**config.mk**
```make
export PLATFORM = sky130hd
export DESIGN_NAME = wt_dcache_tree_plru
export DESIGN_NICKNAME = d
export VERILOG_FILES = /design/src/rtl/wt_cache_pkg.sv /design/src/rtl/wt_plru_tree_update.sv /design/src/rtl/wt_dcache_tree_plru.sv
export SDC_FILE = /design/constraint.sdc
export NUM_CORES = 2
export LEC_CHECK = 0
export BUFFER_PORTS_ARGS = -buffer_cell sky130_fd_sc_hd__buf_2
export CORE_UTILIZATION = 30
export DETAILED_ROUTE_END_ITERATION = 10
export PLACE_DENSITY = 0.51
export SYNTH_ARGS = -nofsm -noshare
export SYNTH_HDL_FRONTEND = slang
export SYNTH_HIERARCHICAL = 1
export SYNTH_SLANG_ARGS = --single-unit
export TNS_END_PERCENT = 5
```
**constraint.sdc**
```tcl
create_clock -name clk_i -period 6.9 [get_ports clk_i]
set_clock_uncertainty 0.05 [all_clocks]
set_input_delay 2.07 -clock clk_i [delete_from_list [all_inputs] [get_ports clk_i]]
set_output_delay 2.07 -clock clk_i [all_outputs]
set_load 0.02 [all_outputs]
```
**src/rtl/wt_cache_pkg.sv**
```systemverilog
// Shared types and helpers for the write-through dcache tree-PLRU replacement logic.
// Tree storage is sized for the widest supported associativity; users slice or extend.
package wt_cache_pkg;

  localparam int PLRU_MAX_WAYS  = 64;
  localparam int PLRU_MAX_WAY_W = 6;

  typedef logic [PLRU_MAX_WAYS-2:0] plru_tree_t;

  typedef enum logic [1:0] {
    IDLE  = 2'd0,
    FLUSH = 2'd1,
    DONE  = 2'd2
  } flush_state_e;

  // Walk from the root following each node bit; the taken branches spell the way index MSB first.
  function automatic logic [PLRU_MAX_WAY_W-1:0] plru_victim(input plru_tree_t tree, input int way_w);
    logic [PLRU_MAX_WAY_W-1:0] way;
    int node;
    way  = '0;
    node = 0;
    for (int l = 0; l < PLRU_MAX_WAY_W; l++) begin
      if (l < way_w) begin
        way  = {way[PLRU_MAX_WAY_W-2:0], tree[node[PLRU_MAX_WAY_W-1:0]]};
        node = 2 * node + 1 + int'(tree[node[PLRU_MAX_WAY_W-1:0]]);
      end
    end
    return way;
  endfunction

endpackage

```
**src/rtl/wt_plru_tree_update.sv**
```systemverilog
// Next-state of one PLRU tree after a touch (mru = 1) or an LRU insertion (mru = 0) of one way.
// Only the nodes on the way's root-to-leaf path are rewritten.
module wt_plru_tree_update #(
  parameter int NUM_WAYS = 4,
  parameter int WAY_W    = $clog2(NUM_WAYS)
) (
  input  logic [NUM_WAYS-2:0] tree,
  input  logic [WAY_W-1:0]    way,
  input  logic                mru,
  output logic [NUM_WAYS-2:0] tree_next
);

  always_comb begin
    int   node;
    logic dir;
    // NOTE: every variable written here gets a value before any branch, so no latch is inferred.
    tree_next = tree;
    node      = 0;
    dir       = 1'b0;
    for (int l = 0; l < WAY_W; l++) begin
      dir = way[WAY_W-1-l];
      // A touch points the node away from the way; an LRU insertion points it toward the way.
      tree_next[node[WAY_W-1:0]] = mru ? ~dir : dir;
      node = 2 * node + 1 + int'(dir);
    end
  end

endmodule

```
**src/rtl/wt_dcache_tree_plru.sv**
```systemverilog
// Tree-PLRU replacement state for the write-through L1 dcache: hit/fill updates,
// invalid-first victim selection and a one-set-per-cycle flush sweep.
module wt_dcache_tree_plru
  import wt_cache_pkg::*;
#(
  parameter int NUM_SETS = 256,
  parameter int NUM_WAYS = 4,
  parameter int IDX_W    = $clog2(NUM_SETS),
  parameter int WAY_W    = $clog2(NUM_WAYS)
) (
  input  logic                clk_i,
  input  logic                rst_ni,
  input  logic                flush_i,
  output logic                busy_o,
  output logic                flush_done_o,
  input  logic                hit_valid_i,
  input  logic [IDX_W-1:0]    hit_idx_i,
  input  logic [WAY_W-1:0]    hit_way_i,
  input  logic [IDX_W-1:0]    lookup_idx_i,
  input  logic [NUM_WAYS-1:0] valid_ways_i,
  output logic [WAY_W-1:0]    victim_way_o,
  input  logic                fill_valid_i,
  input  logic [IDX_W-1:0]    fill_idx_i,
  input  logic [WAY_W-1:0]    fill_way_i,
  input  logic                fill_mru_i
);

  if (NUM_WAYS < 2 || NUM_WAYS > PLRU_MAX_WAYS || (NUM_WAYS & (NUM_WAYS - 1)) != 0) begin : g_bad_ways
    $error("wt_dcache_tree_plru: NUM_WAYS must be a power of two between 2 and 64");
  end

  logic [NUM_WAYS-2:0] state_q [NUM_SETS];

  flush_state_e     fsm_q, fsm_d;
  logic [IDX_W-1:0] cnt_q, cnt_d;
  logic             clear_en;
  logic             upd_ok;

  // ---------------- flush sequencer ----------------
  always_ff @(posedge clk_i or negedge rst_ni) begin
    // NOTE: state registers use non-blocking assignments so every flop samples pre-edge values.
    if (!rst_ni) begin
      fsm_q <= IDLE;
      cnt_q <= '0;
    end else begin
      fsm_q <= fsm_d;
      cnt_q <= cnt_d;
    end
  end

  always_comb begin
    fsm_d        = fsm_q;
    cnt_d        = cnt_q;
    busy_o       = 1'b0;
    flush_done_o = 1'b0;
    clear_en     = 1'b0;
    unique case (fsm_q)
      IDLE: begin
        if (flush_i) begin
          fsm_d = FLUSH;
          cnt_d = '0;
        end
      end
      FLUSH: begin
        busy_o   = 1'b1;
        clear_en = 1'b1;
        cnt_d    = cnt_q + 1'b1;
        // Stop on the last index rather than relying on the counter wrapping.
        if (cnt_q == IDX_W'(NUM_SETS - 1)) fsm_d = DONE;
      end
      DONE: begin
        flush_done_o = 1'b1;
        fsm_d        = IDLE;
      end
      default: fsm_d = IDLE;
    endcase
  end

  // A flush request wins over updates arriving in the same idle cycle.
  assign upd_ok = (fsm_q != FLUSH) && !((fsm_q == IDLE) && flush_i);

  // ---------------- update datapath ----------------
  logic                fill_en, hit_en, same_set;
  logic [NUM_WAYS-2:0] fill_tree, hit_base, hit_tree;

  assign fill_en  = fill_valid_i && upd_ok;
  assign hit_en   = hit_valid_i && upd_ok;
  assign same_set = fill_en && (fill_idx_i == hit_idx_i);
  // A same-set hit is layered on top of the fill so the hit way ends as MRU.
  assign hit_base = same_set ? fill_tree : state_q[hit_idx_i];

  wt_plru_tree_update #(.NUM_WAYS(NUM_WAYS), .WAY_W(WAY_W)) u_fill_update (
    .tree      (state_q[fill_idx_i]),
    .way       (fill_way_i),
    .mru       (fill_mru_i),
    .tree_next (fill_tree)
  );

  wt_plru_tree_update #(.NUM_WAYS(NUM_WAYS), .WAY_W(WAY_W)) u_hit_update (
    .tree      (hit_base),
    .way       (hit_way_i),
    .mru       (1'b1),
    .tree_next (hit_tree)
  );

  always_ff @(posedge clk_i or negedge rst_ni) begin
    // NOTE: this array is built from resettable flops because an async reset must clear every tree at once.
    if (!rst_ni) begin
      for (int s = 0; s < NUM_SETS; s++) state_q[s] <= '0;
    end else begin
      for (int s = 0; s < NUM_SETS; s++) begin
        if (clear_en && cnt_q == IDX_W'(s)) begin
          state_q[s] <= '0;
        end else if (hit_en && hit_idx_i == IDX_W'(s)) begin
          state_q[s] <= hit_tree;
        end else if (fill_en && fill_idx_i == IDX_W'(s)) begin
          state_q[s] <= fill_tree;
        end
      end
    end
  end

  // ---------------- victim selection ----------------
  logic [WAY_W-1:0] invalid_way, tree_way;
  logic             any_invalid;

  always_comb begin
    invalid_way = '0;
    any_invalid = 1'b0;
    for (int i = 0; i < NUM_WAYS; i++) begin
      if (!valid_ways_i[i] && !any_invalid) begin
        invalid_way = WAY_W'(i);
        any_invalid = 1'b1;
      end
    end
  end

  assign tree_way = WAY_W'(plru_victim(plru_tree_t'(state_q[lookup_idx_i]), WAY_W));

  always_comb begin
    if (busy_o)           victim_way_o = '0;
    else if (any_invalid) victim_way_o = invalid_way;
    else                  victim_way_o = tree_way;
  end

endmodule

```
Word level (Yosys, flattened, before mapping)
Cells that the tools add are included.
Cells by class
  order comparisons: 8
  reduce and logical (&&, ||, !) cells: 1047
  $add $sub $neg: 4
  eq/ne operators: 771
  bitwise operators: 7
  muxes and demuxes: 804
Operators by type and width (number)
  == test 8 bit, second input constant: 384
  two-way mux 3 bit: 775
  == test 8 x 7 -> 1 bit, second input constant: 192
  logical AND 1 bit: 778
  == test 8 x 6 -> 1 bit, second input constant: 96
  nonzero test 3 bit: 256
  == test 8 x 5 -> 1 bit, second input constant: 48
  == test 8 x 4 -> 1 bit, second input constant: 24
  == test 8 x 3 -> 1 bit, second input constant: 12
  binary-select mux 3 bit (select 8 bit): 3
  == test 8 x 2 -> 1 bit, second input constant: 6
  greater-or-equal comparator 9 bit, second input constant: 3
  NOT 8 -> 9 bit: 3
  == test 8 x 1 -> 1 bit, second input constant: 3
  zero test 8 bit: 3
  one-hot mux 8 bit (2 select lines): 1
  two-way mux 1 bit: 12
  two-way mux 2 bit: 6
  adder 8 x 1 -> 8 bit, second input constant: 1
  == test 8 bit: 1
  two-way mux 8 bit: 1
  < comparator 2 x 7 -> 1 bit, second input constant: 1
  adder 1 x 1 -> 2 bit, first input constant: 3
  binary-select mux 1 bit (select 6 bit): 1
  14 further kinds: 28
Storage, ports and cells
  word-level logic and storage cells: 2899
  register bits: 778
  input bits: 38

Depth between registers and ports, before layout
  depth after elaboration: 11
  mapped depth: 21
  mapped depth without buffers: 13

Hierarchy
Netlist, hierarchy kept.
Modules (own cells, without submodules)
  wt_dcache_tree_plru: cells each 5759, sequential area each 19468.7 um^2, area each 60486.8 um^2, times used 1
  wt_plru_tree_update: cells each 4, sequential area each 0.0 um^2, area each 40.0 um^2, times used 2

Worst setup path before layout
Ideal clock, no wire load.
  path type: input-to-output
  start point: input lookup_idx_i[0]
  end point: output victim_way_o[0]
  data required time: 4.780 ns
  arrival time: 4.576 ns
  stages on the path: 12
  slack: 0.204 ns
  cell sequence: buf_4 -> buf_6 -> buf_4 -> buf_4 -> mux2i_1 -> o221ai_1 -> o221ai_1 -> o21ai_0 -> o31ai_1 -> nand4b_1 -> a21boi_0 -> o31ai_1
On the way
  longest elaborated chain between the ends: 9
Ends and longest elaborated chain
  start, declared: RTL line wt_dcache_tree_plru.sv:19  | input logic [IDX_W-1:0] lookup_idx_i,
  NOT 8 -> 9 bit (implied by the code) (*): RTL line wt_dcache_tree_plru.sv:138  | assign tree_way = WAY_W'(plru_victim(plru_tree_t'(state_q[lookup_idx_i]), WAY_W));
  binary-select mux 3 bit (select 8 bit) (*): RTL line wt_dcache_tree_plru.sv:138
  two-way mux 3 bit (implied by the code) (*) (2 in series): RTL line wt_dcache_tree_plru.sv:138
  adder 1 x 1 -> 2 bit: RTL line wt_cache_pkg.sv:25  | node = 2 * node + 1 + int'(tree[node[PLRU_MAX_WAY_W-1:0]]);
  binary-select mux 1 bit (select 6 bit) (*)
  two-way mux 1 bit (*)
  two-way mux 2 bit (*): RTL line wt_dcache_tree_plru.sv:142  | else if (any_invalid) victim_way_o = invalid_way;
  two-way mux 2 bit (*): RTL line wt_dcache_tree_plru.sv:141  | if (busy_o) victim_way_o = '0;
  end, declared: RTL line wt_dcache_tree_plru.sv:21  | output logic [WAY_W-1:0] victim_way_o,
Every way passes the cells marked *; elsewhere a longest branch is shown, timed or not. The select of a mux whose other input is x is not followed.

Worst setup path after layout
Same ends and word-level chain as after synthesis.

==> impl_results.md <==
- Max FO, Critical Path: 8
- Total GRT Usage: between 20 and 30%
- Final min period: 7.01 ns
- Drt total wl: about 290000 um
- Crit-path slowest cell: mux4_2
- Antenna Nets Post-Route: 0
- Hold_sp: state_q[96]$_DFFE_PN0P_
- Failing checks: design-rule violations, negative setup slack
- GPL Wtd Cong: just over 1
- Final setup vio count: 1
- Maximum Capacitance Violations: 0
- Reg2reg end: state_q[575]$_DFFE_PN0P_
- Critical Path AT: 4.89 ns
- Cell Pwr Density: roughly 290 nW/um2
- Layout cells sized above 1: ~22%
- Leakage: about 0.025 uW
- Commonest non-fill, non-tap cell in the layout: nand2_1
- Worst r2r src: state_q[485]$_DFFE_PN0P_
- Slew @ Worst Pin: ~1.3 ns
- Placed cells: approximately 7900
- Avg Synthesized Cell Area: approximately 10 um2
- Routed vias: roughly 53000
- Chip height: around 440 um
- CP required: roughly 4.8 ns
- Peak VDD IR: ~0.23 mV
- Vias in the first global route: a little over 50000
- Clock Tree Root: clkbuf_16
- Initial antenna violation count: 29
- Status: finished with violations
- Vias per inst: 6.51
- Critical Path, Cell by Cell: buf_16, buf_12, buf_8, buf_8, buf_4, mux4_2, o32ai_2, nor2_1, o221ai_1, buf_4, nand4b_1, a21boi_4, o31ai_4, buf_6
- CTS clk-pin slew, worst paths: around 0.06 ns
- Max frequency: ~140 MHz
- Element type at the critical path end: output pin
- Synth-to-Final Area Change: 15.6%
- Cell Count, Final, Fillers Out: around 8100
- Later-pin clock latency in the skew report: slightly below 0.8 ns
- RSZ-0062 raised after global routing: true
- Num CTS Buffers: 94
- H-tree depth: 3
- Io pins: 42
- Fin worst setup slack: -0.115 ns
- NumNets Final: 5602
- Global route total overflow: 0
- Largest net degree at the start of global routing: roughly 160
- First-pass GRT wire length: a little over 400000 um
- CP Class: in -> out
- Wire length per cell: 35.5 um
- Row count: between 150 and 200
- Final Hold Viols: 0
- Hold Crit Depth: 2
- CP Buf/Inv Count: 7
- DR pass1 iterations: 11
- Full die area: ~190000 um2
- Max incr delay on CP: ~0.52 ns
- WHS: 0.435 ns
- Iteration-0 DRC count of the detailed router: about 7700
- Hold Path End: state_q[96]$_DFFE_PN0P_
- TritonCTS clock tree: built
- Max-slew headroom: 15.9%
- # port buffers: just over 40
- Fin util: a little over a third
- Period utilization: 102%
- Reg2Reg Depth: 12
- Clock Tree Buf Depth: 3
- Max-slew violation count: 0
- Hold WC Path Type: reg -> reg
- Die span in x: between 400 and 500 um
- Core area: approximately 190000 um2
- Hold-fix buffers, CTS: 0
- HPWL Detailed: just under 200000 um
- Critical path's top delay family: buffers and inverters
- Clock sink count: just under 800
- CP startpoint kind: input pin
- Synth Instances: ~5600
- Initial cell density of the core: between 30% and 40%
- Synthesized area: about 57000 um2
- DRC Markers: 6
- Most frequent cells in the layout: 883 x nand2_1, 864 x mux2i_1, 778 x dfrtp_1, 717 x o21ai_0, 480 x mux4_2
- Reg-to-reg slack, setup: 2.32 ns
- Synth Warn #: 6
worst max path at each step:
stage                     from               to  cells past startpoint
2_1_floorplan  lookup_idx_i[0]  victim_way_o[0]                     12
3_5_place_dp   lookup_idx_i[0]  victim_way_o[0]                     13
5_1_grt        lookup_idx_i[0]  victim_way_o[0]                     15
3_3_place_gp   lookup_idx_i[0]  victim_way_o[0]                     14
6_report       lookup_idx_i[0]  victim_way_o[0]                     14
4_1_cts        lookup_idx_i[0]  victim_way_o[0]                     14
what timing repair did:
item	in CTS	in global routing
buffers inserted	22	5
endpoints found under the setup margin	2	2
gates resized for setup	74	34
gates cloned	3	0
pin swaps	15	8
area by class of cell:
class / instances / area, um2
diodes: 19 / 47.5
flip-flops and latches: 778 / 19500
multi-input cells: 4221 / 35400
clock buffers: 137 / 2710
fillers: 18800 / 122000
well taps: 2495 / 3120
clock inverters: 28 / 389
repair buffers: 439 / 4340
inverters: 26 / 97.6
tightest hold or removal path: stages, from the launching register on:
cell	delay (ns)
dfrtp_1	0.34
nand2_1	0.05
o21ai_0	0.06
power by group:
part | switching (uW) | leakage (uW) | internal, uW
sequential | 1630 | 0.0107 | 5770
clock | 2300 | 0.00151 | 2990
combinational | 3830 | 0.0131 | 2480
total | 7750 | 0.0253 | 11200
layer usage:
| metal | wire (um) | vias up | GRT usage [%] | share of wire (%) |
|---|---|---|---|---|
| met5 | 123 | - | 0 | 0.043 |
| met4 | 24000 | 20 | 21.8 | 8.3 |
| met3 | 34400 | 953 | 9.15 | 12 |
| met2 | 122000 | 3870 | 42.4 | 42 |
| met1 | 109000 | 27100 | 37.1 | 38 |
| li1 | - | 21100 | - | - |
sequential cells by signal, summed over array words and instances (netlist names):
signal   cells
state_q    768
fsm_q        2
cnt_q        8
through the flow:
stage	setup slack [ns]	area (um2)	TNS (ns)	power (uW)
floorplan	0.204	56700	0	10300
global placement	-1.02	61600	-1.19	13300
detailed placement	-0.964	61600	-1.10	13400
CTS	-0.0715	65300	-0.0715	18700
global route	-0.128	65600	-0.191	19500
finish	-0.115	65600	-0.115	19000
Power figures use the tool's default switching activity.
